File: src/rtl/llr_input_loader_pkg.sv
// Shared constants for the SC polar decoder front end: decoder FSM state codes,
// frame geometry and the loader FSM state type.
package llr_input_loader_pkg;

  localparam int STATE_WIDTH = 9;

  localparam logic [STATE_WIDTH-1:0] INPUT_STATE             = 9'd2;
  localparam logic [STATE_WIDTH-1:0] LLR_READ_STATE          = 9'd4;
  localparam logic [STATE_WIDTH-1:0] LLR_CAL_AND_STORE_STATE = 9'd8;

  localparam int IN_WIDTH   = 16;
  localparam int FRAC_SHIFT = 4;
  localparam int DATA_WIDTH = 8;
  localparam int ADDR_WIDTH = 10;
  localparam int CODE_LEN   = 1024;

  typedef enum logic [2:0] {
    LD_IDLE,
    LD_LOAD,
    LD_FLUSH,
    LD_DONE,
    LD_HOLD
  } loader_fsm_e;

endpackage

File: src/rtl/llr_input_loader_if.sv
// Channel LLR sample stream (valid/ready with end-of-frame marker).
// The master side produces samples and the slave side (the loader) accepts them.
interface llr_input_loader_if #(
  parameter int IN_WIDTH = llr_input_loader_pkg::IN_WIDTH
) ();

  logic signed [IN_WIDTH-1:0] s_data;
  logic                       s_valid;
  logic                       s_last;
  logic                       s_ready;

  modport master (
    output s_data,
    output s_valid,
    output s_last,
    input  s_ready
  );

  modport slave (
    input  s_data,
    input  s_valid,
    input  s_last,
    output s_ready
  );

endinterface

File: src/rtl/llr_input_loader_quantizer.sv
// Combinational LLR quantizer: round-half-up, arithmetic shift by FRAC_SHIFT,
// then symmetric saturation so the most negative code is never produced.
module llr_input_loader_quantizer #(
  parameter int IN_WIDTH   = 16,
  parameter int FRAC_SHIFT = 4,
  parameter int DATA_WIDTH = 8
) (
  input  logic signed [IN_WIDTH-1:0]   din_i,
  output logic signed [DATA_WIDTH-1:0] dout_o
);

  localparam int HALF_I = 1 << (FRAC_SHIFT - 1);
  localparam int SAT_I  = (1 << (DATA_WIDTH - 1)) - 1;

  // One guard bit keeps the rounding add from wrapping at the positive limit.
  function automatic logic signed [IN_WIDTH:0] round_shift(input logic signed [IN_WIDTH-1:0] x);
    logic signed [IN_WIDTH:0] ext;
    logic signed [IN_WIDTH:0] half;
    ext  = {x[IN_WIDTH-1], x};
    half = (IN_WIDTH+1)'(HALF_I);
    ext  = ext + half;
    return ext >>> FRAC_SHIFT;
  endfunction

  function automatic logic signed [DATA_WIDTH-1:0] sat_sym(input logic signed [IN_WIDTH:0] v);
    logic signed [IN_WIDTH:0] hi;
    logic signed [IN_WIDTH:0] lo;
    hi = (IN_WIDTH+1)'(SAT_I);
    lo = -hi;
    if (v > hi) begin
      return DATA_WIDTH'(SAT_I);
    end else if (v < lo) begin
      return DATA_WIDTH'(-SAT_I);
    end else begin
      return v[DATA_WIDTH-1:0];
    end
  endfunction

  always_comb begin
    dout_o = sat_sym(round_shift(din_i));
  end

endmodule

File: src/rtl/llr_input_loader.sv
// Loads one frame of quantized channel LLRs into the LLR init BRAM and pulses input_fin when done.
// Build option BIT_REVERSE_LOAD_EN: store sample k at the bit-reversed address of k.
module llr_input_loader #(
  parameter int                      STATE_WIDTH = llr_input_loader_pkg::STATE_WIDTH,
  parameter logic [STATE_WIDTH-1:0]  INPUT_STATE = llr_input_loader_pkg::INPUT_STATE,
  parameter int                      IN_WIDTH    = llr_input_loader_pkg::IN_WIDTH,
  parameter int                      FRAC_SHIFT  = llr_input_loader_pkg::FRAC_SHIFT,
  parameter int                      DATA_WIDTH  = llr_input_loader_pkg::DATA_WIDTH,
  parameter int                      ADDR_WIDTH  = llr_input_loader_pkg::ADDR_WIDTH,
  parameter int                      CODE_LEN    = llr_input_loader_pkg::CODE_LEN
) (
  input  logic                   clk,
  input  logic                   reset,
  input  logic [STATE_WIDTH-1:0] state,
  llr_input_loader_if.slave      s_if,
  output logic [ADDR_WIDTH-1:0]  addr_a_to_llr_init_bram,
  output logic [DATA_WIDTH-1:0]  data_a_to_llr_init_bram,
  output logic                   enable_to_llr_init_bram,
  output logic                   write_enable_to_llr_init_bram,
  output logic                   input_fin,
  output logic                   frame_err
);

  import llr_input_loader_pkg::*;

  localparam int LOG2_LEN = $clog2(CODE_LEN);

  loader_fsm_e fsm_q, fsm_d;
  logic [ADDR_WIDTH-1:0] cnt_q, cnt_d;
  logic                  err_q, err_d;
  logic                  wr_q;
  logic [ADDR_WIDTH-1:0] addr_q;
  logic signed [DATA_WIDTH-1:0] data_q;

  logic                  in_input;
  logic                  hs;
  logic                  last_sample;
  logic [ADDR_WIDTH-1:0] wr_addr;
  logic signed [DATA_WIDTH-1:0] q_data;

  assign in_input    = (state == INPUT_STATE);
  assign s_if.s_ready = (fsm_q == LD_LOAD) && in_input;
  assign hs          = s_if.s_valid && s_if.s_ready;
  assign last_sample = (cnt_q == ADDR_WIDTH'(CODE_LEN - 1));

  llr_input_loader_quantizer #(
    .IN_WIDTH   (IN_WIDTH),
    .FRAC_SHIFT (FRAC_SHIFT),
    .DATA_WIDTH (DATA_WIDTH)
  ) u_quant (
    .din_i  (s_if.s_data),
    .dout_o (q_data)
  );

`ifdef BIT_REVERSE_LOAD_EN
  function automatic logic [ADDR_WIDTH-1:0] bit_reverse(input logic [ADDR_WIDTH-1:0] v);
    logic [ADDR_WIDTH-1:0] r;
    r = '0;
    for (int i = 0; i < LOG2_LEN; i++) begin
      r[i] = v[LOG2_LEN-1-i];
    end
    return r;
  endfunction

  assign wr_addr = bit_reverse(cnt_q);
`else
  assign wr_addr = cnt_q;
`endif

  always_comb begin
    fsm_d = fsm_q;
    cnt_d = cnt_q;
    err_d = err_q;
    unique case (fsm_q)
      LD_IDLE: begin
        if (in_input) begin
          fsm_d = LD_LOAD;
          cnt_d = '0;
        end
      end
      LD_LOAD: begin
        if (!in_input) begin
          // Abort: drop the partial frame; any write already registered still lands.
          fsm_d = LD_IDLE;
          cnt_d = '0;
          err_d = 1'b1;
        end else if (hs) begin
          if (cnt_q == '0) begin
            err_d = 1'b0;
          end
          if (s_if.s_last != last_sample) begin
            err_d = 1'b1;
          end
          if (last_sample) begin
            fsm_d = LD_FLUSH;
          end else begin
            cnt_d = cnt_q + 1'b1;
          end
        end
      end
      LD_FLUSH: fsm_d = LD_DONE;
      LD_DONE:  fsm_d = LD_HOLD;
      LD_HOLD: begin
        if (!in_input) begin
          fsm_d = LD_IDLE;
        end
      end
      default: fsm_d = LD_IDLE;
    endcase
  end

  always_ff @(posedge clk or posedge reset) begin
    if (reset) begin
      fsm_q <= LD_IDLE;
      cnt_q <= '0;
      err_q <= 1'b0;
    end else begin
      fsm_q <= fsm_d;
      cnt_q <= cnt_d;
      err_q <= err_d;
    end
  end

  // Write stage: handshake in cycle t appears on the BRAM port in cycle t+1.
  always_ff @(posedge clk or posedge reset) begin
    if (reset) begin
      wr_q   <= 1'b0;
      addr_q <= '0;
      data_q <= '0;
    end else begin
      wr_q <= hs;
      if (hs) begin
        addr_q <= wr_addr;
        data_q <= q_data;
      end
    end
  end

  assign addr_a_to_llr_init_bram       = addr_q;
  assign data_a_to_llr_init_bram       = data_q;
  assign enable_to_llr_init_bram       = wr_q;
  assign write_enable_to_llr_init_bram = wr_q;
  assign input_fin                     = (fsm_q == LD_DONE);
  assign frame_err                     = err_q;

endmodule
File: src/flat_wrapper.sv
// flat-port wrapper written by rule: the top's interface ports become plain ports
module llr_input_loader_flat import llr_input_loader_pkg::*;
#(
  parameter int                      STATE_WIDTH = llr_input_loader_pkg::STATE_WIDTH,
  parameter logic [STATE_WIDTH-1:0]  INPUT_STATE = llr_input_loader_pkg::INPUT_STATE,
  parameter int                      IN_WIDTH    = llr_input_loader_pkg::IN_WIDTH,
  parameter int                      FRAC_SHIFT  = llr_input_loader_pkg::FRAC_SHIFT,
  parameter int                      DATA_WIDTH  = llr_input_loader_pkg::DATA_WIDTH,
  parameter int                      ADDR_WIDTH  = llr_input_loader_pkg::ADDR_WIDTH,
  parameter int                      CODE_LEN    = llr_input_loader_pkg::CODE_LEN
)
  (clk, reset, state, addr_a_to_llr_init_bram, data_a_to_llr_init_bram, enable_to_llr_init_bram, write_enable_to_llr_init_bram, input_fin, frame_err, s_if_s_data, s_if_s_valid, s_if_s_last, s_if_s_ready);
  llr_input_loader_if #(.IN_WIDTH(IN_WIDTH)) s_if_i ();
  input  logic clk;
  input  logic reset;
  input  logic [STATE_WIDTH-1:0] state;
  output logic [ADDR_WIDTH-1:0] addr_a_to_llr_init_bram;
  output logic [DATA_WIDTH-1:0] data_a_to_llr_init_bram;
  output logic enable_to_llr_init_bram;
  output logic write_enable_to_llr_init_bram;
  output logic input_fin;
  output logic frame_err;
  input wire logic [$bits(s_if_i.s_data)-1:0] s_if_s_data;
  input wire logic [$bits(s_if_i.s_valid)-1:0] s_if_s_valid;
  input wire logic [$bits(s_if_i.s_last)-1:0] s_if_s_last;
  output wire logic [$bits(s_if_i.s_ready)-1:0] s_if_s_ready;
  assign s_if_i.s_data = s_if_s_data;
  assign s_if_i.s_valid = s_if_s_valid;
  assign s_if_i.s_last = s_if_s_last;
  assign s_if_s_ready = s_if_i.s_ready;
  llr_input_loader #(.STATE_WIDTH(STATE_WIDTH), .INPUT_STATE(INPUT_STATE), .IN_WIDTH(IN_WIDTH), .FRAC_SHIFT(FRAC_SHIFT), .DATA_WIDTH(DATA_WIDTH), .ADDR_WIDTH(ADDR_WIDTH), .CODE_LEN(CODE_LEN)) u_core (.clk(clk), .reset(reset), .state(state), .s_if(s_if_i), .addr_a_to_llr_init_bram(addr_a_to_llr_init_bram), .data_a_to_llr_init_bram(data_a_to_llr_init_bram), .enable_to_llr_init_bram(enable_to_llr_init_bram), .write_enable_to_llr_init_bram(write_enable_to_llr_init_bram), .input_fin(input_fin), .frame_err(frame_err));
endmodule
File: config.mk
export PLATFORM = sky130hd
export DESIGN_NAME = llr_input_loader_flat
export DESIGN_NICKNAME = d
export VERILOG_FILES = /design/src/rtl/llr_input_loader_pkg.sv /design/src/rtl/llr_input_loader_if.sv /design/src/rtl/llr_input_loader_quantizer.sv /design/src/rtl/llr_input_loader.sv /design/src/flat_wrapper.sv
export SDC_FILE = /design/constraint.sdc
export NUM_CORES = 1
export LEC_CHECK = 0
export ABC_AREA = 1
export BUFFER_PORTS_ARGS = -buffer_cell sky130_fd_sc_hd__buf_4
export CELL_PAD_IN_SITES_DETAIL_PLACEMENT = 1
export CELL_PAD_IN_SITES_GLOBAL_PLACEMENT = 1
export CORE_MARGIN = 4
export CORE_UTILIZATION = 38
export DETAILED_ROUTE_END_ITERATION = 10
export GPL_ROUTABILITY_DRIVEN = 0
export PLACE_DENSITY_LB_ADDON = 0.1
export SYNTH_ARGS = -nofsm -noshare
export SYNTH_HDL_FRONTEND = slang
export SYNTH_SLANG_ARGS = --single-unit
File: constraint.sdc
create_clock -name clk -period 1.9 [get_ports clk]
set_input_delay 0.475 -clock clk [delete_from_list [all_inputs] [get_ports clk]]
set_output_delay 0.475 -clock clk [all_outputs]
set_load 0.02 [all_outputs]
[Word-level counts from Yosys, hierarchy flattened]
Index checks and enable logic that the tools add are counted.
Word-level totals
  bits in registers: 33
  output and inout port bits: 23
  word-level logic and storage cells: 49
Cells by class
  muxes and demuxes: 17
  equality and inequality tests: 14
  $add $sub $neg: 2
  $lt $le $gt $ge: 2
  reductions and logical operators: 8
Operator list (count)
  two-way mux 10 bit: 4
  case mux 10 bit (2 select lines): 1
  adder 16 x 5 -> 17 bit (second input constant): 1
  two-way mux 8 bit: 2
  two-way mux 3 bit: 5
  case mux 3 bit (5 select lines): 1
  > comparator 13 x 8 -> 1 bit (second input constant): 1
  < comparator 13 x 8 -> 1 bit (second input constant): 1
  inequality test 3 bit (second input constant): 4
  adder 10 x 1 -> 10 bit (second input constant): 1
  == test 10 bit (second input constant): 1
  zero test 10 bit: 1
  == test 9 x 2 -> 1 bit (second input constant): 1
  AND reduction 4 bit: 2
  == test 3 x 2 -> 1 bit (second input constant): 2
  two-way mux 1 bit: 4
  inequality test 2 bit (second input constant): 2
  == test 3 x 1 -> 1 bit (second input constant): 1
  == test 3 bit (second input constant): 1
  zero test 3 bit: 1
  AND reduction 3 bit: 1
  logical AND 1 bit: 2
  inequality test 2 x 1 -> 1 bit (second input constant): 1
  nonzero test 2 bit: 1
  inequality test 1 bit: 1

[Logic depth before layout (Yosys ltp)]
  depth in word-level cells: 6
  depth in mapped cells: 14

[Modules after synthesis]
Synthesis repeated with hierarchy kept, for this count alone.
Second synthesis, totals
  cells, all modules: 337
  area, all modules: 2327.2 um^2
By module, submodules not included
  llr_input_loader: area an instance 1856.8 um^2, cells an instance 246, sequential area each 825.8 um^2, instances 1
  llr_input_loader_quantizer: area an instance 470.5 um^2, cells an instance 91, sequential area each 0.0 um^2, instances 1

[Least setup slack after synthesis]
OpenSTA, ideal clock, no wires.
  path kind: in2reg
  start point: input port state[2]
  end point: register u_core.cnt_q[2]
  arrival time: 1.586 ns
  setup time: 0.120 ns
  stages on the path: 10
  slack: 0.193 ns
  cell sequence: nor2_1 > nand4_1 > nor2_2 > inv_2 > buf_2 > a211oi_4 > nor2_4 > buf_6 > nand3_2 > nand2_1
Between the ends
  longest elaborated chain between the ends: 5
  elaborated cells between the ends (all ways): 9
RTL lines
  start, declared: line flat_wrapper.sv:16  | input logic [STATE_WIDTH-1:0] state;
  == test 9 x 2 -> 1 bit *: line llr_input_loader.sv:41  | assign in_input = (state == INPUT_STATE);
  logical AND 1 bit: line llr_input_loader.sv:42  | assign s_if.s_ready = (fsm_q == LD_LOAD) && in_input;
  logical AND 1 bit: line llr_input_loader.sv:43  | assign hs = s_if.s_valid && s_if.s_ready;
  inequality test 3 bit (no line)
  AND reduction 4 bit (no line)
  end signal, assigned: line llr_input_loader.sv:119  | cnt_q <= cnt_d;
  end, declared: line llr_input_loader.sv:29  | logic [ADDR_WIDTH-1:0] cnt_q, cnt_d;
Mark *: on every way between the ends. The rest lies on a longest branch, timed or not.
A chain may end at the register's enable or synchronous reset.

[Worst setup path after layout]
  start point: input port state[2]
  end point: output port s_if_s_ready
Between the ends
  longest elaborated chain between the ends: 2
RTL lines
  == test 9 x 2 -> 1 bit: line llr_input_loader.sv:41
  logical AND 1 bit: line llr_input_loader.sv:42
  end, declared: line flat_wrapper.sv:26  | output wire logic [$bits(s_if_i.s_ready)-1:0] s_if_s_ready;
Every way passes these cells.

==> qor.tcl <==
set qor(worst_r2r_endpoint) {u_core.cnt_q[7]}
set qor(pre_cts_ws_ns) -0.146
set qor(floorplan.io_pins) 52
set qor(achievable-frequency_mhz) 543
set qor(cts.root.buffer_cell) {clkbuf_8}
set qor(yosys.area.top_type) {dfrtp_1}
set qor(die_h_um) 83.7
set qor(fin_setup_tns_ns) 0
set qor(area.sequential_um2) 826
set qor(die_w_um) 83.7
set qor(clock_tree.htree_level_count) 2
set qor(global_route.usage.total) 0.172
set qor(place.detailed.instances) 421
set qor(worst_path_fanout_max) 2
set qor(startpoint) {state[2]}
set qor(synth-warning-count) 0
set qor(worst_setup_path_end_kind) {output port}
set qor(worst-slew-pin-transition_ns) 0.426
set qor(clock_buffer_count_from_cts) 5
set qor(row_count) 27
set qor(cellLeakagePower_nw) 1.46
set qor(timing.critical_path.max_delay_family) {buffers and inverters}
set qor(report.power.total_w) 0.00205
set qor(grt_first_pass_wirelength_um) 9920
set qor(worst_endpoint_data_arrival_time_ns) 1.37
set qor(viasPerCell) 4.82
set qor(detail_route.first_pass.iterations) 4
set qor(final_cell_area_um2) 2920
set qor(fillCellCount) 713
set qor(post-dp-hpwl_um) 4520
set qor(multi_input_area_um2) 1190
set qor(critPathLaunchType) {input pin}
set qor(critical_path.slowest_cell) {nor2_2}
set qor(power-per-cell-area_nw_per_um2) 703
set qor(synth-seq-area-share) 0.380
set qor(finalCriticalPeriod_ns) 1.84
set qor(post_dp_cell_area_um2) 2690
set qor(postRouteWirelength_um) 5870
set qor(detailroute.wirelength.met2_um) 3120
set qor(grt_antenna_before_repair) 0
set qor(initialDrtViolationCount) 93
set qor(final_layout_size_suffix_gt1_frac) 0.319
set qor(postRouteAntennaNets) 0
set qor(worst_r2r_path_depth) 11
set qor(ctsLongestPathBuffers) 2
set qor(report.final.slew_viol_count) 0
set qor(yosysTopAreaCellShare) 0.380
set qor(place.port_buffers) 48
set qor(first_global_vias) 2153
set qor(run_status) {completed}
set qor(finClkSkew_ns) 0.00398
set qor(post_synth_inst_count) 294
set qor(setup-violations-final) 0
set qor(grt-ovfl-total) 0
set qor(r2r_start) {u_core.cnt_q[1]}
set qor(wp_data_required_ns) 1.42
set qor(cell_mode_on_critical_path) {buf_4}
set qor(report.final.hold_viol_count) 0
set qor(tritoncts) {yes}
set qor(dr.max_layer_used) {met4}
set qor(met3_length_um) 209
set qor(route.detailed.wl_per_inst_um) 13.5
set qor(timing.critical_path.cells) {buf_4 -> nor2_1 -> nand4_1 -> nor2_2 -> buf_4 -> nand2_1 -> inv_2 -> buf_4}
set qor(crit_path_max_incr_delay_ns) 0.14
set qor(syn_area_per_cell_um2) 7.40
set qor(route.detailed.drc) 0
set qor(synth.lib_cells_used.distinct) 34
set qor(number_of_flip_flops_and_latches_in_the_synthesized_netlist) 33
set qor(design.core.area_um2) 5540
set qor(cp_num_cells) 8
set qor(syn_std_cell_area_um2) 2180
set qor(post-route-worst-setup-slack_ns) 0.0572
set qor(ctsHoldBuffers) 0
set qor(synthTopCellsByArea) {dfrtp_1 38%, nand2_1 14%, inv_1 6.2%}
set qor(synthToLayoutAreaGrowth_pct) 34.3
set qor(overall_die_area_um2) 7000
set qor(cts.reportedPaths.clkPinSlew_ns) 0.07
set qor(maxCapViolCount) 0
set qor(critPathBufInv) 4
set qor(tritoncts_num_sinks) 33
set qor(worst-r2r-setup-slack_ns) 0.09
set qor(critPathKind) {input pin to output port}
set qor(synthesis.nets) 327
set qor(num-nets-final) 396
set qor(fin_cells) 436
set qor(initial_core_util) 0.393
set qor(routedLengthMet1_um) 2470
set qor(period_share) 0.970
set qor(grt_max_degree) 34
set qor(route.vias.total) 2102
set qor(num_antenna_cells) 0
set qor(rsz0062_at_grt) {yes}
set qor(vdd_drop_max_mv) 0.424
set qor(worstSkewPairLatency_ns) 0.29
set qor(holdCritPathClass) {input pin to async pin}
set qor(slew_headroom) 0.716
-- state kept, by name (all words and copies together) (netlist names) --
| signal | count |
|---|---|
| u_core.frame_err | 1 |
| u_core.cnt_q | 10 |
| u_core.enable_to_llr_init_bram | 1 |
| u_core.addr_a_to_llr_init_bram | 10 |
| u_core.data_a_to_llr_init_bram | 8 |
| u_core.fsm_q | 3 |
-- cells in the final DEF (no fill, tap or decap), types with 2 or more instances in the layout --
cell type / count
a21oi_1: 9
buf_4: 67
bufinv_16: 2
clkbuf_8: 5
dfrtp_1: 33
ha_1: 3
inv_1: 36
inv_2: 5
nand2_1: 80
nand2_2: 5
nand3_1: 17
nand3_2: 2
nand3b_1: 2
nand4_1: 8
nor2_1: 22
nor2_2: 3
nor2_4: 3
nor3_1: 10
nor4_1: 2
o21ai_0: 14
o21ai_2: 9
or2_2: 6
xnor2_1: 3
xor2_1: 5
-- cell type report --
class,instances,area share
multi-input combinational,214,0.409
timing repair buffer,68,0.179
clock buffer,5,0.0236
clock inverter,3,0.0223
sequential,33,0.283
inverter,41,0.0527
tap,72,0.0308
-- layer usage --
metal,global-route usage,vias to the layer above
met4,0.0482,0
met1,0.192,990
li1,-,1074
met5,0,-
met3,0.0385,6
met2,0.323,32
-- report_power, final --
part | internal (W) | switching (W)
clock | 0.000521 | 0.000271
combinational | 0.000215 | 0.000314
sequential | 0.000720 | 0.0000124
total | 0.00146 | 0.000597
-- cell usage after synthesis --
| cell | n |
|---|---|
| nand2_1 | 81 |
| inv_1 | 36 |
| dfrtp_1 | 33 |
| nor2_1 | 22 |
| nand3_1 | 17 |
| o21ai_0 | 14 |
| nor3_1 | 11 |
| a21oi_1 | 9 |
| o21ai_2 | 9 |
| nand4_1 | 8 |
| or2_2 | 6 |
| inv_2 | 5 |
| xor2_1 | 5 |
| ha_1 | 4 |
| nand2_2 | 4 |
| clkbuf_1 | 3 |
| nor2_2 | 3 |
| nor2_4 | 3 |
| xnor2_1 | 3 |
| nand3_2 | 2 |
| nand3b_1 | 2 |
| nor4_1 | 2 |
| a211oi_4 | 1 |
| a21oi_2 | 1 |
| and2_0 | 1 |
| buf_2 | 1 |
| buf_4 | 1 |
| buf_6 | 1 |
| nand3_4 | 1 |
| nor2_8 | 1 |
| nor3_2 | 1 |
| nor3b_1 | 1 |
| o211a_1 | 1 |
| o21bai_1 | 1 |
-- cell families (layout without fill, tap and decap cells) --
family	Yosys count	after routing	synth area share
compound gates	36	36	0.110
xor+xnor	8	8	0.0322
fa+ha+maj	4	4	0.0230
buf+inv	47	117	0.0868
flops	33	33	0.380
simple gates	166	166	0.368
-- tightest hold or removal path: cells and delay by family --
family,cells,cell delay [ns]
buffers and inverters,3,0.52
-- worst max path at each step --
stage                                              to  slack (ns)
finish                                   s_if_s_ready        0.06
global route                          u_core.cnt_q[4]       -0.04
CTS                                   u_core.cnt_q[7]        0.02
detailed placement  u_core.data_a_to_llr_init_bram[4]       -0.15
global placement    u_core.data_a_to_llr_init_bram[3]       -0.10
floorplan                             u_core.cnt_q[2]        0.19
-- what timing repair did --
item / 4_1_cts / 5_1_grt
cloned: 0 / 0
resized for setup: 1 / 5
pin swaps: 0 / 5
setup endpoints to repair: 1 / 17
setup buffers: 0 / 7
-- through the flow --
step	util	hold slack, ns
floorplan	-	0.485
global placement	0.485	0.472
detailed placement	0.485	0.480
CTS	0.511	0.297
global route	0.527	0.323
finish	0.527	0.278
(Power assumes the default switching activity.)
